===== src/rtl/dma_crc_engine.sv =====
// dma_crc_engine: snapshots a word buffer and folds one word per clock into a
// parametrised CRC. The register can be seeded from the previous residue, so a
// single CRC can span several DMA bursts.
module dma_crc_engine #(
  parameter int unsigned DATA_W    = 32,
  parameter int unsigned NUM_WORDS = 8,
  parameter int unsigned CRC_W     = 32,
  parameter logic [63:0] POLY      = 64'h0000_0000_04C1_1DB7,
  parameter logic [63:0] INIT      = 64'h0000_0000_FFFF_FFFF,
  parameter bit          REFLECT   = 1'b1,
  parameter logic [63:0] XOR_OUT   = 64'h0000_0000_FFFF_FFFF
) (
  input  logic                                clk_i,
  input  logic                                reset_i,
  input  logic                                start_i,
  input  logic                                chain_i,
  input  logic [$clog2(NUM_WORDS+1)-1:0]      len_i,
  input  logic [NUM_WORDS-1:0][DATA_W-1:0]    data_reg_i,
  output logic                                busy_o,
  output logic                                done_o,
  output logic [CRC_W-1:0]                    crc_o,
  output logic                                crc_valid_o
);

  localparam int unsigned LEN_W = $clog2(NUM_WORDS + 1);

  // Reverse the bit order of a CRC-wide value.
  function automatic logic [CRC_W-1:0] bit_rev(input logic [CRC_W-1:0] v);
    logic [CRC_W-1:0] r;
    r = '0;
    for (int i = 0; i < int'(CRC_W); i++) begin
      r[i] = v[int'(CRC_W) - 1 - i];
    end
    return r;
  endfunction

  localparam logic [CRC_W-1:0] POLY_C = POLY[CRC_W-1:0];
  localparam logic [CRC_W-1:0] POLY_R = bit_rev(POLY[CRC_W-1:0]);
  localparam logic [CRC_W-1:0] INIT_C = INIT[CRC_W-1:0];
  localparam logic [CRC_W-1:0] XOR_C  = XOR_OUT[CRC_W-1:0];

  // Fully unrolled bit-serial LFSR update over one data word.
  function automatic logic [CRC_W-1:0] fold_word(input logic [CRC_W-1:0] crc,
                                                 input logic [DATA_W-1:0] data);
    logic [CRC_W-1:0] c;
    logic             fb;
    c = crc;
    for (int i = 0; i < int'(DATA_W); i++) begin
      if (REFLECT) begin
        fb = c[0] ^ data[i];
        c  = c >> 1;
        if (fb) c = c ^ POLY_R;
      end else begin
        fb = c[CRC_W-1] ^ data[int'(DATA_W) - 1 - i];
        c  = c << 1;
        if (fb) c = c ^ POLY_C;
      end
    end
    return c;
  endfunction

  typedef enum logic [1:0] {
    S_IDLE  = 2'd0,
    S_CALC  = 2'd1,
    S_FINAL = 2'd2
  } state_e;

  state_e                           state_q, state_d;
  logic [NUM_WORDS-1:0][DATA_W-1:0] buf_q, buf_d;
  logic [LEN_W-1:0]                 len_q, len_d;
  logic [LEN_W-1:0]                 idx_q, idx_d;
  logic [CRC_W-1:0]                 work_q, work_d;
  logic [CRC_W-1:0]                 residue_q, residue_d;
  logic [CRC_W-1:0]                 crc_q, crc_d;
  logic                             busy_q, busy_d;
  logic                             done_q, done_d;
  logic                             valid_q, valid_d;

  logic [LEN_W-1:0]                 len_clamp_c;
  logic [DATA_W-1:0]                word_c;
  logic                             last_word_c;

  // Clamp the requested length to the buffer depth.
  always_comb begin
    len_clamp_c = len_i;
    if (len_i > LEN_W'(NUM_WORDS)) len_clamp_c = LEN_W'(NUM_WORDS);
  end

  // Select the word at the current index from the snapshot.
  always_comb begin
    word_c = '0;
    for (int k = 0; k < int'(NUM_WORDS); k++) begin
      if (idx_q == LEN_W'(k)) word_c = buf_q[k];
    end
    last_word_c = (idx_q == (len_q - LEN_W'(1)));
  end

  // State and datapath registers with synchronous reset.
  always_ff @(posedge clk_i) begin
    if (reset_i) begin
      state_q   <= S_IDLE;
      buf_q     <= '0;
      len_q     <= '0;
      idx_q     <= '0;
      work_q    <= INIT_C;
      residue_q <= INIT_C;
      crc_q     <= '0;
      busy_q    <= 1'b0;
      done_q    <= 1'b0;
      valid_q   <= 1'b0;
    end else begin
      state_q   <= state_d;
      buf_q     <= buf_d;
      len_q     <= len_d;
      idx_q     <= idx_d;
      work_q    <= work_d;
      residue_q <= residue_d;
      crc_q     <= crc_d;
      busy_q    <= busy_d;
      done_q    <= done_d;
      valid_q   <= valid_d;
    end
  end

  // Next-state logic.
  always_comb begin
    state_d = state_q;
    unique case (state_q)
      S_IDLE: begin
        if (start_i) state_d = (len_clamp_c != '0) ? S_CALC : S_FINAL;
      end
      S_CALC: begin
        if (last_word_c) state_d = S_FINAL;
      end
      S_FINAL: state_d = S_IDLE;
      default: state_d = S_IDLE;
    endcase
  end

  // Datapath and output register next values.
  always_comb begin
    buf_d     = buf_q;
    len_d     = len_q;
    idx_d     = idx_q;
    work_d    = work_q;
    residue_d = residue_q;
    crc_d     = crc_q;
    done_d    = 1'b0;
    valid_d   = valid_q;
    busy_d    = (state_d != S_IDLE);
    unique case (state_q)
      S_IDLE: begin
        if (start_i) begin
          buf_d  = data_reg_i;
          len_d  = len_clamp_c;
          idx_d  = '0;
          work_d = chain_i ? residue_q : INIT_C;
        end
      end
      S_CALC: begin
        work_d = fold_word(work_q, word_c);
        idx_d  = idx_q + LEN_W'(1);
      end
      S_FINAL: begin
        residue_d = work_q;
        crc_d     = work_q ^ XOR_C;
        done_d    = 1'b1;
        valid_d   = 1'b1;
      end
      default: ;
    endcase
  end

  assign busy_o      = busy_q;
  assign done_o      = done_q;
  assign crc_o       = crc_q;
  assign crc_valid_o = valid_q;

endmodule


===== config.mk =====
export PLATFORM = sky130hd
export DESIGN_NAME = dma_crc_engine
export DESIGN_NICKNAME = d
export VERILOG_FILES = /design/src/rtl/dma_crc_engine.sv
export SDC_FILE = /design/constraint.sdc
export NUM_CORES = 1
export LEC_CHECK = 0
export BUFFER_PORTS_ARGS = -buffer_cell sky130_fd_sc_hd__buf_2
export CORE_MARGIN = 4
export CORE_UTILIZATION = 56
export CTS_BUF_LIST = sky130_fd_sc_hd__clkbuf_4
export CTS_CLUSTER_DIAMETER = 120
export DETAILED_ROUTE_END_ITERATION = 10
export MAX_ROUTING_LAYER = met4
export PLACE_DENSITY = 0.79
export SETUP_SLACK_MARGIN = 0.15
export SLEW_MARGIN = 20
export SYNTH_ARGS = -nofsm -noshare
export SYNTH_HDL_FRONTEND = slang
export SYNTH_SLANG_ARGS = --single-unit

===== constraint.sdc =====
create_clock -name clk_i -period 14.8 [get_ports clk_i]
set_clock_uncertainty 0.1 [all_clocks]
set_input_delay 0.74 -clock clk_i [delete_from_list [all_inputs] [get_ports clk_i]]
set_output_delay 0.74 -clock clk_i [all_outputs]
set_load 0.01 [all_outputs]

==> summary.md <==
| Metric | Value |
|---|---|
| Synth area leader | `dfxtp_1` |
| CTS Buffer Depth | `3` |
| Post-synthesis sequential area ratio | `39.0%` |
| Crit path capture type | `flip-flop` |
| Yosys reg bits | `between 300 and 400` |
| PortBufs | `~300` |
| Reg clk slew, reported paths | `around 0.07 ns` |
| Headroom to the max-slew limit | `around 25%` |
| Setup CP Type | `flip-flop to flip-flop` |
| Fmax | `between 100 and 150 MHz` |
| Commonest non-fill, non-tap cell in the layout | `nand2_1` |
| Largest net degree at the start of global routing | `roughly 140` |
| DRT Pass-1 Iters | `6` |
| Main flop type after synthesis | `dfxtp_1` |
| Syn Inst Count | `approximately 2300` |
| Critical-path top delay cell | `buf_4` |
| DRT iter0 DRCs | `1622` |
| Placer Congestion | `between 0.9 and 1` |
| CTS tree | `built` |
| Routed Antenna Nets | `0` |
| Core area | `32800 um^2` |
| Crit path max fanout | `between 60 and 70` |
| Max incr delay on CP | `about 0.68 ns` |
| Post-Syn Area per Cell | `between 8 and 9 um^2` |
| Later-pin clock latency in the skew report | `a little under 0.8 ns` |
| Post-CTS setup buffer count | `0` |
| Clock Tree Root | `clkbuf_4` |
| Synth top area cells | `dfxtp_1, nand2_1, a21oi_1` |
| Row count | `between 60 and 70` |
| Overall die width | `between 150 and 200 um` |
| Shortest period the worst path allows | `roughly 6.7 ns` |
| CTS resizes | `0` |
| Max Cap Viol | `0` |
| Crit path cell chain | `inv_1 > ha_4 > buf_4 > inv_1 > o311ai_0 > a21oi_1 > a211oi_4 > xnor3_1 > xnor3_1 > xnor2_2 > xnor3_2 > xnor2_4 > xor3_1 > a21oi_1 > or2_1` |
| Placed Instances | `between 2000 and 3000` |
| Vias in the first global route | `16500` |
| Clock sink count | `around 370` |
| CTS Hold Buffers Added | `0` |
| Synth Area in XOR/XNOR | `17.2%` |
| Final setup vio count | `0` |
| Slew Limit Fails | `0` |
| Largest family of logic cells by synthesized area | `compound AO/OA/AOI/OAI gates` |
| Outcome | `finished, final reports clean` |
| Post-synth cell types | `between 80 and 90` |
| Final std cells w/o fill | `just over 3000` |
| Syn Nets | `2543` |
| Die height | `191 um` |
| Layout cell share with drive strength beyond 1 | `approximately 20%` |
| Wire per inst | `slightly above 20 um` |
| Initial Util | `between 50% and 60%` |
| CP Launch Type | `flip-flop` |
| Met2 global-route usage | `between 50 and 60%` |
| Arr. time, crit path | `7.31 ns` |
| Syn. warnings | `0` |
| Synth Area in Compound Gates | `about a fifth` |
| Share of the synthesized area in the top cell type | `about 40%` |
| Die area | `36400 um^2` |
| Top Ports | `299` |
| Drt drc | `0` |
| Detailed placement HPWL | `roughly 44000 um` |
| Place WS | `between 8 and 9 ns` |
| Worst-Margin Slew | `1.12 ns` |
| Antenna violations before repair | `1` |
| EDFF count, synth | `0` |
| Final Cycle Share | `a little under half` |
| M1 GR Usage | `44.8%` |
| Worst Hold Class | `input pin to flip-flop` |
| Synthesized cell area | `roughly 19000 um^2` |
| Setup ws final | `8.09 ns` |
| Commonest non-fill, non-tap cells in the layout | `nand2_1, a21oi_1, dfxtp_1` |
| Vias per cell | `roughly 5.7` |
| Layout area overhead | `13.7%` |
| Critical path data required time | `around 15 ns` |
| Total CTS buffers | `95` |
| Drt total wl | `around 62000 um` |
| First-pass GRT wire length | `a little over 90000 um` |
| Nets | `around 2800` |
| Simple-gate portion of the synthesized area | `between 15 and 20%` |
| Final Hold Fails | `0` |
| Number of H-tree levels | `3` |
| Sum of negative setup slack | `0 ns` |
| Gr ovfl total | `0` |
| Multiplexer share of the synthesized area | `less than 1%` |
| Adder and majority cell fraction of the synthesized area | `less than 1%` |
| Gr usage total | `between 30% and 40%` |
| Ys async rst share | `0%` |
| Vias post-DR | `between 15000 and 20000` |
| RSZ-0062 raised after global routing | `false` |
| Gr busiest metal | `met2` |
| GRT met3 Usage | `under 10%` |
Yosys cell counts, types with 7 or more instances:
master / count
o21a_1: 37
o221ai_1: 8
xor2_2: 9
buf_1: 11
o22ai_1: 23
a221o_1: 7
o21ai_0: 45
a22oi_1: 17
xnor2_1: 141
xor2_1: 57
a211oi_1: 18
nor2_1: 49
buf_4: 9
xnor3_1: 25
nor3_1: 12
a21oi_1: 384
nand3b_1: 29
nand2b_1: 10
xor3_1: 13
buf_6: 17
inv_1: 38
dfxtp_1: 365
a221oi_1: 33
buf_2: 23
nand2_1: 645
clkbuf_1: 117
nor2b_1: 12
xnor2_2: 11
per-layer routing:
layer,vias up,share of wire [%]
met5,-,0
met4,0,4.3
met3,168,7.7
met2,818,45
met1,8166,43
li1,8186,-
stage by stage:
step                      hold slack, ns  utilization, %  area [um^2]
final                              0.110            64.9        21300
after global routing              0.0577            64.9        21300
after CTS                         0.0480            64.9        21300
after detailed placement           0.334            61.4        20100
after global placement             0.325            61.4        20100
after floorplan                    0.314               -        18700
state kept, by name, summed over array words and instances, names as in the netlist, 2 cells and up:
name,flops
residue_q,32
work_q,32
state_q,2
len_q,4
buf_q,256
crc_o,32
idx_q,4
cell type report:
type | count | area, um^2
clock inverters | 28 | 145
multi-input cells | 1693 | 10500
diodes | 2 | 5.00
repair buffers | 318 | 1660
inverters | 38 | 143
flip-flops and latches | 365 | 7310
well taps | 442 | 553
fillers | 2914 | 11500
clock buffers | 133 | 998
path summary, 6_finish.rpt:
| path | start | end | slack, ns | cells past startpoint |
|---|---|---|---|---|
| worst max-delay path | idx_q[0]$_SDFFE_PP0P_ | work_q[22]$_SDFFE_PP1P_ | 8.09 | 15 |
| worst min-delay path | data_reg_i[54] | buf_q[54]$_SDFFE_PP0P_ | 0.11 | 3 |
| worst max register to register | idx_q[0]$_SDFFE_PP0P_ | work_q[22]$_SDFFE_PP1P_ | 8.09 | 15 |
| worst min register to register | residue_q[31]$_SDFFE_PP1P_ | residue_q[31]$_SDFFE_PP1P_ | 0.34 | 2 |
critical path: cells and delay by family, from the launching register on:
kind                     cells  cell delay [ns]
AND/OR/NAND/NOR              1             0.10
adder cells (fa/ha/maj)      1             0.49
AO/OA/AOI/OAI                4             1.14
buffers and inverters        3             1.41
flip-flops                   1             0.42
XOR/XNOR                     6             2.89
logic make-up after synthesis:
logic type	after synthesis
fa+ha+maj	5
simple gates	787
flops	365
mux	2
buf+inv	216
compound gates	632
xor+xnor	267
Power is not shown: default switching activity piles up to over one toggle a cycle in this logic, so the estimate is an artifact.
